**src/rtl/ac97_pkg.sv**
```systemverilog
// rtl/ac97_pkg.sv - shared frame geometry and field positions for the AC97 serial-input receiver
package ac97_pkg;

  localparam int AC97_FRAME_BITS = 256;

  // Last bit position of each slot, counted from the sync rise
  localparam logic [7:0] TAG_END   = 8'd15;
  localparam logic [7:0] SLOT1_END = 8'd35;
  localparam logic [7:0] SLOT2_END = 8'd55;
  localparam logic [7:0] SLOT3_END = 8'd75;
  localparam logic [7:0] SLOT4_END = 8'd95;

  localparam int CODEC_READY_BIT = 15;
  localparam int ADDR_MSB        = 18;
  localparam int ADDR_LSB        = 12;
  localparam int REQ_MSB         = 11;
  localparam int REQ_LSB         = 2;

  // slot_valid holds tag bits 14..3, so slot n sits at index 12-n
  localparam int SV_SLOT1 = 11;
  localparam int SV_SLOT2 = 10;
  localparam int SV_SLOT3 = 9;
  localparam int SV_SLOT4 = 8;

  typedef enum logic {
    HUNT = 1'b0,
    RECV = 1'b1
  } align_state_e;

endpackage

```
**src/rtl/ac97_frame_align.sv**
```systemverilog
// rtl/ac97_frame_align.sv - sync edge detect, HUNT/RECV alignment, bit counter and lock tracking
// Optional good_frame output exists only with AC97_SLOT_RX_STATS_EN.
module ac97_frame_align
  import ac97_pkg::*;
#(
  parameter int LOCK_FRAMES = 2
) (
  input  logic       ac97_bitclk,
  input  logic       reset_b,
  input  logic       sync_q,
  output logic [7:0] bit_pos,
  output logic       bit_en,
  output logic       locked,
  output logic       frame_error
`ifdef AC97_SLOT_RX_STATS_EN
  ,
  output logic       good_frame
`endif
);

  localparam logic [3:0] LOCK_MAX = 4'(LOCK_FRAMES);

  align_state_e state, state_nx;
  logic [7:0]   cnt, cnt_nx;
  logic [3:0]   lock_cnt, lock_nx;
  logic         sync_prev, locked_nx, error_nx, rise;

  assign rise = sync_q & ~sync_prev;

  always_ff @(posedge ac97_bitclk or negedge reset_b) begin
    if (!reset_b) begin
      state       <= HUNT;
      cnt         <= 8'd0;
      lock_cnt    <= 4'd0;
      sync_prev   <= 1'b0;
      locked      <= 1'b0;
      frame_error <= 1'b0;
    end else begin
      state       <= state_nx;
      cnt         <= cnt_nx;
      lock_cnt    <= lock_nx;
      sync_prev   <= sync_q;
      locked      <= locked_nx;
      frame_error <= error_nx;
    end
  end

  always_comb begin
    state_nx  = state;
    cnt_nx    = cnt;
    lock_nx   = lock_cnt;
    locked_nx = locked;
    error_nx  = 1'b0;
    bit_pos   = cnt;
    bit_en    = 1'b0;
    case (state)
      HUNT: begin
        if (rise) begin
          state_nx = RECV;
          cnt_nx   = 8'd1;
          lock_nx  = 4'd1;
          bit_pos  = 8'd0;
          bit_en   = 1'b1;
        end
      end
      RECV: begin
        bit_en = 1'b1;
        cnt_nx = cnt + 8'd1;
        if (rise) begin
          if (cnt == 8'd0) begin
            if (lock_cnt < LOCK_MAX) lock_nx = lock_cnt + 4'd1;
            if (lock_nx >= LOCK_MAX) locked_nx = 1'b1;
          end else begin
            // Early sync: this cycle becomes bit 0 of a fresh frame
            error_nx  = 1'b1;
            cnt_nx    = 8'd1;
            lock_nx   = 4'd1;
            locked_nx = 1'b0;
            bit_pos   = 8'd0;
          end
        end else if (cnt == 8'd0) begin
          error_nx  = 1'b1;
          locked_nx = 1'b0;
          lock_nx   = 4'd0;
          cnt_nx    = 8'd0;
          bit_en    = 1'b0;
          state_nx  = HUNT;
        end
      end
      default: state_nx = HUNT;
    endcase
  end

`ifdef AC97_SLOT_RX_STATS_EN
  assign good_frame = (state == RECV) && rise && (cnt == 8'd0);
`endif

endmodule

```
**src/rtl/ac97_slot_rx.sv**
```systemverilog
// rtl/ac97_slot_rx.sv - AC97 sdata_in deserialiser: tag, status and PCM slot extraction
// AC97_SLOT_RX_STATS_EN adds frame_count and error_count outputs.
module ac97_slot_rx
  import ac97_pkg::*;
#(
  parameter int SAMPLE_WIDTH = 16,
  parameter int LOCK_FRAMES  = 2
) (
  input  logic                    ac97_bitclk,
  input  logic                    reset_b,
  input  logic                    ac97_sync,
  input  logic                    ac97_sdata_in,
  output logic                    locked,
  output logic                    codec_ready,
  output logic [11:0]             slot_valid,
  output logic                    status_valid,
  output logic [6:0]              status_addr,
  output logic [15:0]             status_data,
  output logic [9:0]              slot_req,
  output logic                    pcm_valid,
  output logic [SAMPLE_WIDTH-1:0] pcm_left,
  output logic [SAMPLE_WIDTH-1:0] pcm_right,
  output logic                    frame_error
`ifdef AC97_SLOT_RX_STATS_EN
  ,
  output logic [15:0]             frame_count,
  output logic [7:0]              error_count
`endif
);

  localparam int S1W = ADDR_MSB - REQ_LSB + 1;

  logic                    sync_q, sd_q, bit_en, status_ok, pcm_ok;
  logic [7:0]              bit_pos;
  logic [18:0]             shreg;
  logic [19:0]             word;
  logic [S1W-1:0]          slot1_q;
  logic [SAMPLE_WIDTH-1:0] slot3_q;
`ifdef AC97_SLOT_RX_STATS_EN
  logic                    good_frame;
`endif

  ac97_frame_align #(.LOCK_FRAMES(LOCK_FRAMES)) u_align (
    .ac97_bitclk (ac97_bitclk),
    .reset_b     (reset_b),
    .sync_q      (sync_q),
    .bit_pos     (bit_pos),
    .bit_en      (bit_en),
    .locked      (locked),
    .frame_error (frame_error)
`ifdef AC97_SLOT_RX_STATS_EN
    ,
    .good_frame  (good_frame)
`endif
  );

  // Current slot word including the bit arriving this cycle
  assign word      = {shreg, sd_q};
  assign status_ok = locked && codec_ready && slot_valid[SV_SLOT1] && slot_valid[SV_SLOT2];
  assign pcm_ok    = locked && codec_ready && (slot_valid[SV_SLOT3] || slot_valid[SV_SLOT4]);

  always_ff @(posedge ac97_bitclk or negedge reset_b) begin
    if (!reset_b) begin
      sync_q       <= 1'b0;
      sd_q         <= 1'b0;
      shreg        <= '0;
      slot1_q      <= '0;
      slot3_q      <= '0;
      codec_ready  <= 1'b0;
      slot_valid   <= '0;
      status_valid <= 1'b0;
      status_addr  <= '0;
      status_data  <= '0;
      slot_req     <= '0;
      pcm_valid    <= 1'b0;
      pcm_left     <= '0;
      pcm_right    <= '0;
    end else begin
      sync_q       <= ac97_sync;
      sd_q         <= ac97_sdata_in;
      shreg        <= word[18:0];
      status_valid <= 1'b0;
      pcm_valid    <= 1'b0;
      if (bit_en) begin
        case (bit_pos)
          TAG_END: begin
            codec_ready <= word[CODEC_READY_BIT];
            slot_valid  <= word[CODEC_READY_BIT-1:CODEC_READY_BIT-12];
          end
          SLOT1_END: slot1_q <= word[ADDR_MSB:REQ_LSB];
          SLOT2_END: begin
            if (status_ok) begin
              status_addr  <= slot1_q[ADDR_MSB-REQ_LSB:ADDR_LSB-REQ_LSB];
              slot_req     <= slot1_q[REQ_MSB-REQ_LSB:0];
              status_data  <= word[19:4];
              status_valid <= 1'b1;
            end
          end
          SLOT3_END: slot3_q <= word[19 -: SAMPLE_WIDTH];
          SLOT4_END: begin
            if (pcm_ok) begin
              if (slot_valid[SV_SLOT3]) pcm_left  <= slot3_q;
              if (slot_valid[SV_SLOT4]) pcm_right <= word[19 -: SAMPLE_WIDTH];
              pcm_valid <= 1'b1;
            end
          end
          default: ;
        endcase
      end
    end
  end

`ifdef AC97_SLOT_RX_STATS_EN
  always_ff @(posedge ac97_bitclk or negedge reset_b) begin
    if (!reset_b) begin
      frame_count <= 16'd0;
      error_count <= 8'd0;
    end else begin
      if (good_frame) frame_count <= frame_count + 16'd1;
      if (frame_error && (error_count != 8'hFF)) error_count <= error_count + 8'd1;
    end
  end
`endif

endmodule

```
**config.mk**
```make
export PLATFORM = sky130hd
export DESIGN_NAME = ac97_slot_rx
export DESIGN_NICKNAME = d
export VERILOG_FILES = /design/src/rtl/ac97_pkg.sv /design/src/rtl/ac97_frame_align.sv /design/src/rtl/ac97_slot_rx.sv
export SDC_FILE = /design/constraint.sdc
export NUM_CORES = 1
export LEC_CHECK = 0
export CELL_PAD_IN_SITES_DETAIL_PLACEMENT = 1
export CELL_PAD_IN_SITES_GLOBAL_PLACEMENT = 2
export CORE_MARGIN = 2
export CORE_UTILIZATION = 41
export DETAILED_ROUTE_END_ITERATION = 7
export PLACE_DENSITY = 0.87
export SYNTH_ARGS = -nofsm -noshare
export SYNTH_HDL_FRONTEND = slang
export SYNTH_SLANG_ARGS = --single-unit
```
**constraint.sdc**
```tcl
create_clock -name ac97_bitclk -period 4.9 [get_ports ac97_bitclk]
set_input_delay 0.98 -clock ac97_bitclk [delete_from_list [all_inputs] [get_ports ac97_bitclk]]
set_output_delay 0.98 -clock ac97_bitclk [all_outputs]
set_load 0.05 [all_outputs]
```
======== Yosys cells after proc, flatten, opt, wreduce, memory -nomap -nowiden ========
Index checks and enable logic that the tools add are counted.
word-level totals
  register bits after elaboration ......... 150
  bits of input ports ..................... 4
operators by class
  reduce and logical (&&, ||, !) cells .... 15
  magnitude comparators ................... 2
  eq/ne operators ......................... 8
  add/subtract/negate cells ............... 2
  bitwise gates (word level) .............. 3
  muxes and demuxes ....................... 35
operators with widths
  cell                                                                      count
  8-bit 2-to-1 mux                                                          7
  4-bit 2-to-1 mux                                                          8
  8-bit case mux with 2 select lines                                        2
  8-bit by 6-bit equality test with 1-bit output (second input constant)    2
  8-bit by 7-bit equality test with 1-bit output (second input constant)    2
  1-bit 2-to-1 mux                                                          16
  8-bit by 1-bit adder with 8-bit output (second input constant)            1
  8-bit by 4-bit equality test with 1-bit output (second input constant)    1
  8-bit zero test                                                           1
  4-bit case mux with 2 select lines                                        1
  2-bit AND reduction                                                       4
  4-bit AND reduction                                                       2
  3-bit inequality test (second input constant)                             2
  3-bit AND reduction                                                       2
  4-bit by 1-bit adder with 4-bit output (second input constant)            1
  4-bit by 2-bit >= comparator with 1-bit output (second input constant)    1
  1-bit logical AND                                                         4
  4-bit by 2-bit < comparator with 1-bit output (second input constant)     1
  2-bit by 1-bit inequality test with 1-bit output (second input constant)  1
  1-bit NOT                                                                 2
  1-bit case mux with 2 select lines                                        1
  2-bit nonzero test                                                        1
  1-bit bitwise AND                                                         1
  1-bit logical OR                                                          1

======== Longest topological paths before layout ========
Gate-level depths: netlist (run 1).
  depth in word-level cells ............... 9
  gate-level depth with buffers ........... 10
  mapped depth without buffers ............ 9

======== By module ========
Synthesis (run 1) repeated with hierarchy kept, for this count alone.
unflattened totals
  cell total of the unflattened synthesis .. 382
  area total of the unflattened synthesis .. 5,863.1 sq um
by module, submodules not included
  module            seq. area each (sq um)  instances  area an instance (sq um)  cells each
  ac97_slot_rx      3,353.2                 1          4,875.9                   277
  ac97_frame_align  400.4                   1          987.2                     105

======== Worst setup path before layout (run 1) ========
OpenSTA, ideal clock, no wires.
  kind .................................... reg2reg
  from .................................... register u_align.cnt[3]
  to ...................................... register slot_req[3]
  library setup time ...................... 0.125 ns
  arrival time ............................ 2.501 ns
  path slack .............................. 2.274 ns
  stages on the path, launching flop included .. 11
  data required time ...................... 4.775 ns
  cells stage by stage .................... dfrtp_1 > clkbuf_1 > nor3_1 > and4b_1 > ha_1 > nor4b_2 > nand2_1 > or4_1 > buf_2 > buf_6 > mux2_4
between the ends
  longest elaborated chain between the ends .. 6
  elaborated cells on any way between the ends .. 10
  those cells by class .................... 1 x eq/ne; 7 x mux; 2 x reduce/logical
ends and longest elaborated chain
  item                                            line                                            RTL
  from (decl)                                     ac97_frame_align.sv:24                          logic [7:0] cnt, cnt_nx;
  from (signal assigned)                          ac97_frame_align.sv:40                          cnt <= cnt_nx;
  8-bit zero test                                 ac97_frame_align.sv:70, ac97_frame_align.sv:81
  8-bit 2-to-1 mux                                ac97_frame_align.sv:70                          if (cnt == 8'd0) begin
  8-bit 2-to-1 mux                                ac97_frame_align.sv:69                          if (rise) begin
  8-bit case mux with 2 select lines              ac97_frame_align.sv:56                          case (state)
  8-bit by 6-bit equality test with 1-bit output  ac97_slot_rx.sv:85                              case (bit_pos)
  3-bit AND reduction (no line) (*)               --
  to (signal assigned)                            ac97_slot_rx.sv:94                              slot_req <= slot1_q[REQ_MSB-REQ_LSB:0];
  to (decl)                                       ac97_slot_rx.sv:19                              output logic [9:0] slot_req,
Every way passes the cells marked *; elsewhere a longest branch is shown, timed or not.
A chain may end at the register's enable or synchronous reset.

======== Final worst setup path (run 1) ========
  from .................................... register u_align.cnt[0]
  to ...................................... register status_data[2]
between the ends
  longest elaborated chain between the ends .. 6
  elaborated cells on any way between the ends .. 10
  those cells by class .................... 1 x eq/ne; 7 x mux; 2 x reduce/logical
ends and longest elaborated chain
  item                                            line                                            RTL
  8-bit zero test                                 ac97_frame_align.sv:70, ac97_frame_align.sv:81
  8-bit 2-to-1 mux                                ac97_frame_align.sv:70
  8-bit 2-to-1 mux                                ac97_frame_align.sv:69
  8-bit case mux with 2 select lines              ac97_frame_align.sv:56
  8-bit by 6-bit equality test with 1-bit output  ac97_slot_rx.sv:85
  3-bit AND reduction (no line) (*)               --
  to (signal assigned)                            ac97_slot_rx.sv:95                              status_data <= word[19:4];
  to (decl)                                       ac97_slot_rx.sv:18                              output logic [15:0] status_data,
Marked as above.

==> flow_summary.ini, run 1 <==
[power_and_ir_drop]
sequentialPowerShare = 0.461
swShare = 0.2512
p_clk_frac = 0.435
p_switching_uw = 733.9
ir_drop_mv = 0.2638
combPwrFrac = 0.104
internal_power_uw = 2187
power.leakage_uw = 0.003644
powerDensity_mw_per_mm2 = 392.1

[clock_network]
postCtsHoldBufs = 0
post_cts_buffers = 0
cts_resized = 0
cts_sinks = 150
cts_htree_levels = 4
cts_buffers = 17
cts-root-buf = clkbuf_16
clk_pin_slew_ns = 0.06
cts_tree = done
clockBufferDepth = 2
clock_latency_ns = 0.42

[synth]
yosys-top-cells-count = 150 x dfrtp_1, 81 x mux2_2, 30 x mux2_4
ys_ff_latch = 150
synth.most_common_cell = dfrtp_1
synthCells = 373
async_flop_share = 1.000
netlist_area_mm2 = 0.005856
synth-edff-count = 0
yosys.area.top_type = dfrtp_1
ys_top_cells_by_area = dfrtp_1 64%, mux2_2 16%, mux2_4 7.7%
synth_cell_type_count = 45
synth_nets = 383
seq_area_frac_synth = 0.6410
yosys_warnings = 0
ys.flop_type = dfrtp_1
avgSynthCellArea_um2 = 15.70
synth_top_area_frac = 0.6410

[grt]
antenna_found_initial = 0
grt_pass1_vias = 3934
grt_pass1_wl_um = 21070
grt_max_degree = 64
grt.overflow.total = 0
track_usage = 0.1879

[layout]
drive_above_1_share = 0.3166
antenna_cells = 0
nets = 474
syn_to_final_growth_pct = 27.22
fillers = 1319

[worst_setup_path]
reg2reg_depth = 8
crit_path_max_fanout = 33
critPathSlowestCell = or4_2
cp.arrival_ns = 3.79
crit_chain = inv_1 > ha_1 > and4b_1 > ha_1 > nor4b_2 > nand2_1 > or4_2 > mux2_4
start_kind = register
slowest_delay_ns = 1.22
critPathCaptureType = register
cp_common_cell = ha_1
worstPathRequired_ns = 5.20
cp_num_cells = 8
crit_family = simple AND/OR/NAND/NOR gates
crit_buf_inv = 1
crit_type = register to register

[routing]
vias = 3456
final_antenna_net_count = 0
drt_first_iter_violations = 109
drt-vias-per-instance = 5.260
drt-pass1-iter-count = 5
drc = 0
totalWireLength_um = 13030
avgRoutedWirePerCell_um = 19.83

[status]
outcome = completed

[sta]
whs_ns = 0.3521
layout_min_cycle_time_ns = 3.486
slew_headroom = 0.2245
fmax_ghz = 0.2869
clock_skew_ns = 0.006741
worst_pin_slew_ns = 1.163
drv_slew = 0
hold_viol_final = 0
setup_violations = 0
fin_crit_sh = 0.7114
rsz0062_at_grt = false
setup_tns_ns = 0

[hold_path]
hp-class = register to register
hold-path-cell-count = 0

[floorplanning]
die_h_um = 123.5
rows = 43
ios = 86
die-area_mm2 = 0.01525
die_x_um = 123.5
start_util = 0.4202
core_area_mm2 = 0.01393

[placed_design]
dpl.hpwl_um = 8393
globalplace.congestion = 0.7761
portBuffers = 85

[job]
drv_cap = 0
-- per-stage QoR --
stage / utilization / worst slack, ns / total power, uW / instance area, um2 / cells
6_report: 0.5346 / 1.414 / 2921 / 7450 / 657
2_1_floorplan: - / 2.274 / 1563 / 5856 / 373
5_1_grt: 0.5346 / 1.246 / 3056 / 7450 / 657
4_1_cts: 0.5346 / 1.413 / 2963 / 7450 / 657
3_3_place_gp: 0.4921 / 1.611 / 1656 / 6858 / 625
3_5_place_dp: 0.4921 / 1.447 / 1672 / 6858 / 625
-- power groups by stage --
| stage | clock network (uW) | registers, uW | logic, uW |
|---|---|---|---|
| global placement | 0 | 1360 | 293 |
| finish | 1270 | 1350 | 304 |
| floorplan | 0 | 1360 | 199 |
| global route | 1360 | 1350 | 344 |
| detailed placement | 0 | 1370 | 304 |
| CTS | 1310 | 1350 | 308 |
-- final cells by class --
class,instances,area [um2],share of cell area
Tap cell,180,225.2,0.03023
Clock buffer,25,525.5,0.07054
Inverter,6,22.52,0.003023
Multi-Input combinational cell,202,1989,0.2670
Sequential cell,150,3754,0.5039
Timing Repair Buffer,87,867.1,0.1164
Clock inverter,7,66.31,0.008902
-- worst reg2reg max path, cell delays in order (launching register included) --
cell and delay [ns]:
dfrtp_1 0.43, inv_1 0.07, ha_1 0.21, and4b_1 0.24, ha_1 0.25, nor4b_2 0.30, nand2_1 0.13, or4_2 1.22
mux2_4 0.51
-- cell usage in the layout, fill, tap and decap left out, drive strengths merged, types with 6 or more instances in the layout --
master / n
dfrtp: 150
mux2: 111
clkdlybuf4s50: 84
clkbuf: 25
nand3: 12
nand2: 9
nor2: 7
inv: 6
ha: 6
-- routing by layer --
layer  wire length (um)  part of all wire  GRT usage
met5                  0                 0          0
met4                175             0.013    0.06889
met3                963             0.074    0.07980
met2               6347              0.49     0.2974
met1               5544              0.43     0.2294
-- state kept, by name, indices dropped and copies added, names as in the netlist, 4 cells and up --
register	cells
slot3_q	16
slot1_q	17
status_addr	7
pcm_right	16
u_align.cnt	8
slot_valid	12
u_align.lock_cnt	4
status_data	16
slot_req	10
pcm_left	16
shreg	19
-- logic make-up after synthesis --
| logic type | count (synthesis) | synth area share |
|---|---|---|
| simple gates | 59 | 0.06111 |
| xor+xnor | 1 | 0.001496 |
| flops | 150 | 0.6410 |
| buf+inv | 21 | 0.01944 |
| mux | 113 | 0.2361 |
| compound gates | 23 | 0.02799 |
| fa+ha+maj | 6 | 0.01282 |
-- path summary, 6_finish.rpt --
check	slack (ns)	from	end
min in group asynchronous	0.53	reset_b	slot_valid[5]
setup reg to reg	1.41	u_align.cnt[0]	status_data[2]
setup / recovery	1.41	u_align.cnt[0]	status_data[2]
hold reg to reg	0.35	shreg[0]	shreg[1]
max in group asynchronous	3.34	reset_b	slot1_q[7]
hold / removal	0.35	shreg[0]	shreg[1]
No activity file was read; power rests on OpenSTA's default activity.
==> inputs of run 2 (changes only) <==
--- a/config.mk
+++ b/config.mk
@@ -8,9 +8,9 @@
 export CELL_PAD_IN_SITES_DETAIL_PLACEMENT = 1
 export CELL_PAD_IN_SITES_GLOBAL_PLACEMENT = 2
 export CORE_MARGIN = 2
-export CORE_UTILIZATION = 41
+export CORE_UTILIZATION = 35
 export DETAILED_ROUTE_END_ITERATION = 7
-export PLACE_DENSITY = 0.87
+export PLACE_DENSITY = 0.8
 export SYNTH_ARGS = -nofsm -noshare
 export SYNTH_HDL_FRONTEND = slang
 export SYNTH_SLANG_ARGS = --single-unit
==> constraint.sdc (replaced) <==
create_clock -name ac97_bitclk -period 3.1 [get_ports ac97_bitclk]
set_input_delay 0.62 -clock ac97_bitclk [delete_from_list [all_inputs] [get_ports ac97_bitclk]]
set_output_delay 0.62 -clock ac97_bitclk [all_outputs]
set_load 0.05 [all_outputs]
==> run 2 against run 1 <==
Net effect:
- final cell count grew 8.4%
- routed wire length grew 1.1%
- final area grew 2.3%
- clock power grew 56%
- critical path depth grew 1
- non-clock buffer count grew 15
- clock skew grew 0.0023 ns
- die area grew 17%
- sequential power grew 57%
- global-route usage shrank 2.9 points
- critical endpoint is now slot_req[3]
- highest routed layer unchanged
==> flow_summary.ini, run 2 (synthesis gave the netlist of run 1 again) <==
[status]
outcome = completed

[clock_network]
cts_htree_levels = 4
post_cts_buffers = 0
cts_tree = done
clock_latency_ns = 0.42
cts_sinks = 150
postCtsHoldBufs = 0
clockBufferDepth = 2
cts_buffers = 17
clk_pin_slew_ns = 0.06
cts-root-buf = clkbuf_16

[grt]
track_usage = 0.1591
grt.overflow.total = 0
grt_pass1_wl_um = 21640
grt_max_degree = 76
antenna_found_initial = 0
grt_pass1_vias = 3945

[placed_design]
portBuffers = 85
placedCellCount = 680
dpl.hpwl_um = 8746
globalplace.congestion = 0.8349
pre_cts_ws_ns = 0.1171

[routing]
avgRoutedWirePerCell_um = 18.51
drt_first_iter_violations = 83
drt-pass1-iter-count = 4
drc = 0
final_antenna_net_count = 0
drt-vias-per-instance = 4.906
totalWireLength_um = 13180
vias = 3493

[floorplanning]
rows = 47
die_h_um = 133.3
core_area_mm2 = 0.01647
start_util = 0.3556
ios = 86
die_x_um = 133.3
die-area_mm2 = 0.01778

[power_and_ir_drop]
power.leakage_uw = 0.003706
swShare = 0.2679
ir_drop_mv = 0.4069
p_switching_uw = 1237
sequentialPowerShare = 0.458
combPwrFrac = 0.112
p_clk_frac = 0.430
powerDensity_mw_per_mm2 = 605.7
internal_power_uw = 3379

[layout]
mostFrequentLayoutCell = dfrtp_1
syn_to_final_growth_pct = 30.15
largest_register_ffs = 19
most-common-layout-cells = 149 x dfrtp_1, 84 x clkdlybuf4s50_1, 81 x mux2_2
drive_above_1_share = 0.3394
fin_cells = 712
nets = 489
largest-register = shreg
reg_top3 = shreg: 19 flops, slot1_q: 17 flops
antenna_cells = 0

[sta]
fin_crit_sh = 0.9506
layout_min_cycle_time_ns = 2.947
setup_violations = 0
slew_headroom = 0.5539
fmax_ghz = 0.3393
hold_viol_final = 0
worst_pin_slew_ns = 0.6692
drv_slew = 0
rsz0062_at_grt = false
setup_tns_ns = 0
fin_ws_ns = 0.1530
clock_skew_ns = 0.009050

[worst_setup_path]
crit_type = register to register
critPathCaptureType = register
cp.arrival_ns = 3.25
worstPathRequired_ns = 3.40
startpoint = u_align.cnt[1]
start_kind = register
crit_end = slot_req[3]
r2r_start = u_align.cnt[1]
ff2ff_setup_slack_ns = 0.15
crit_path_max_fanout = 25
reg2reg_to = slot_req[3]
reg2reg_depth = 9

[job]
drv_cap = 0

[hold_path]
hp-class = input port to async pin
==> run 2: cell types whose count changed in the layout (fill, tap and decap cells not counted), sizes merged <==
cell	delta
inv	+4
clkbuf	-5
buf	+15
clkinvlp	+2
clkinv	-1
==> run 2: repair_timing <==
item                       4_1_cts  5_1_grt
gates resized for setup          0        1
setup endpoints to repair        0       32
hold endpoints to repair         0        0
==> run 2: power groups by stage <==
stage / sequential (uW) / combinational, uW / clock, uW
after floorplan: 2160 / 315 / 0
after global placement: 2150 / 493 / 0
after detailed placement: 2150 / 516 / 0
after CTS: 2110 / 518 / 2040
after global routing: 2130 / 574 / 2120
final: 2120 / 517 / 1980
==> run 2: final cells by class <==
type                            count  area, um2
Clock buffer                       20      456.7
Clock inverter                     12      117.6
Fill cell                        1664       8845
Inverter                            6      22.52
Multi-Input combinational cell    202       1989
Sequential cell                   150       3755
Tap cell                          220      275.3
Timing Repair Buffer              102       1005
==> run 2: metrics by stage <==
stage / cell area [um2] / total power [uW] / util / hold slack (ns)
2_1_floorplan: 5856 / 2470 / - / 0.3244
3_3_place_gp: 7046 / 2638 / 0.4279 / 0.3338
5_1_grt: 7621 / 4823 / 0.4628 / 0.2466
3_5_place_dp: 7046 / 2666 / 0.4279 / 0.3365
4_1_cts: 7620 / 4672 / 0.4628 / 0.2300
6_report: 7621 / 4616 / 0.4628 / 0.1994
==> run 2: layer usage <==
layer | wire length [um] | GRT usage | share of wire
met1 | 5784 | 0.2011 | 0.44
met2 | 6181 | 0.2486 | 0.47
met3 | 1018 | 0.06088 | 0.077
met4 | 193 | 0.06087 | 0.015
met5 | 0 | 0 | 0
==> run 2: worst max-delay path: stages, from the launching register on <==
cell     delay (ns)
dfrtp_1        0.40
inv_1          0.08
ha_1           0.19
and4b_1        0.23
ha_1           0.26
nor4b_2        0.27
nand2_1        0.13
or4_2          0.72
buf_12         0.22
mux2_4         0.31
==> run 2: worst min-delay path by stage <==
stage	from	end	depth (start not counted)
after CTS	reset_b	slot_req[6]	1
after floorplan	reset_b	codec_ready	0
after global placement	sd_q	shreg[0]	0
after detailed placement	shreg[0]	shreg[1]	0
after global routing	reset_b	slot_valid[4]	1
final	reset_b	slot_valid[4]	1
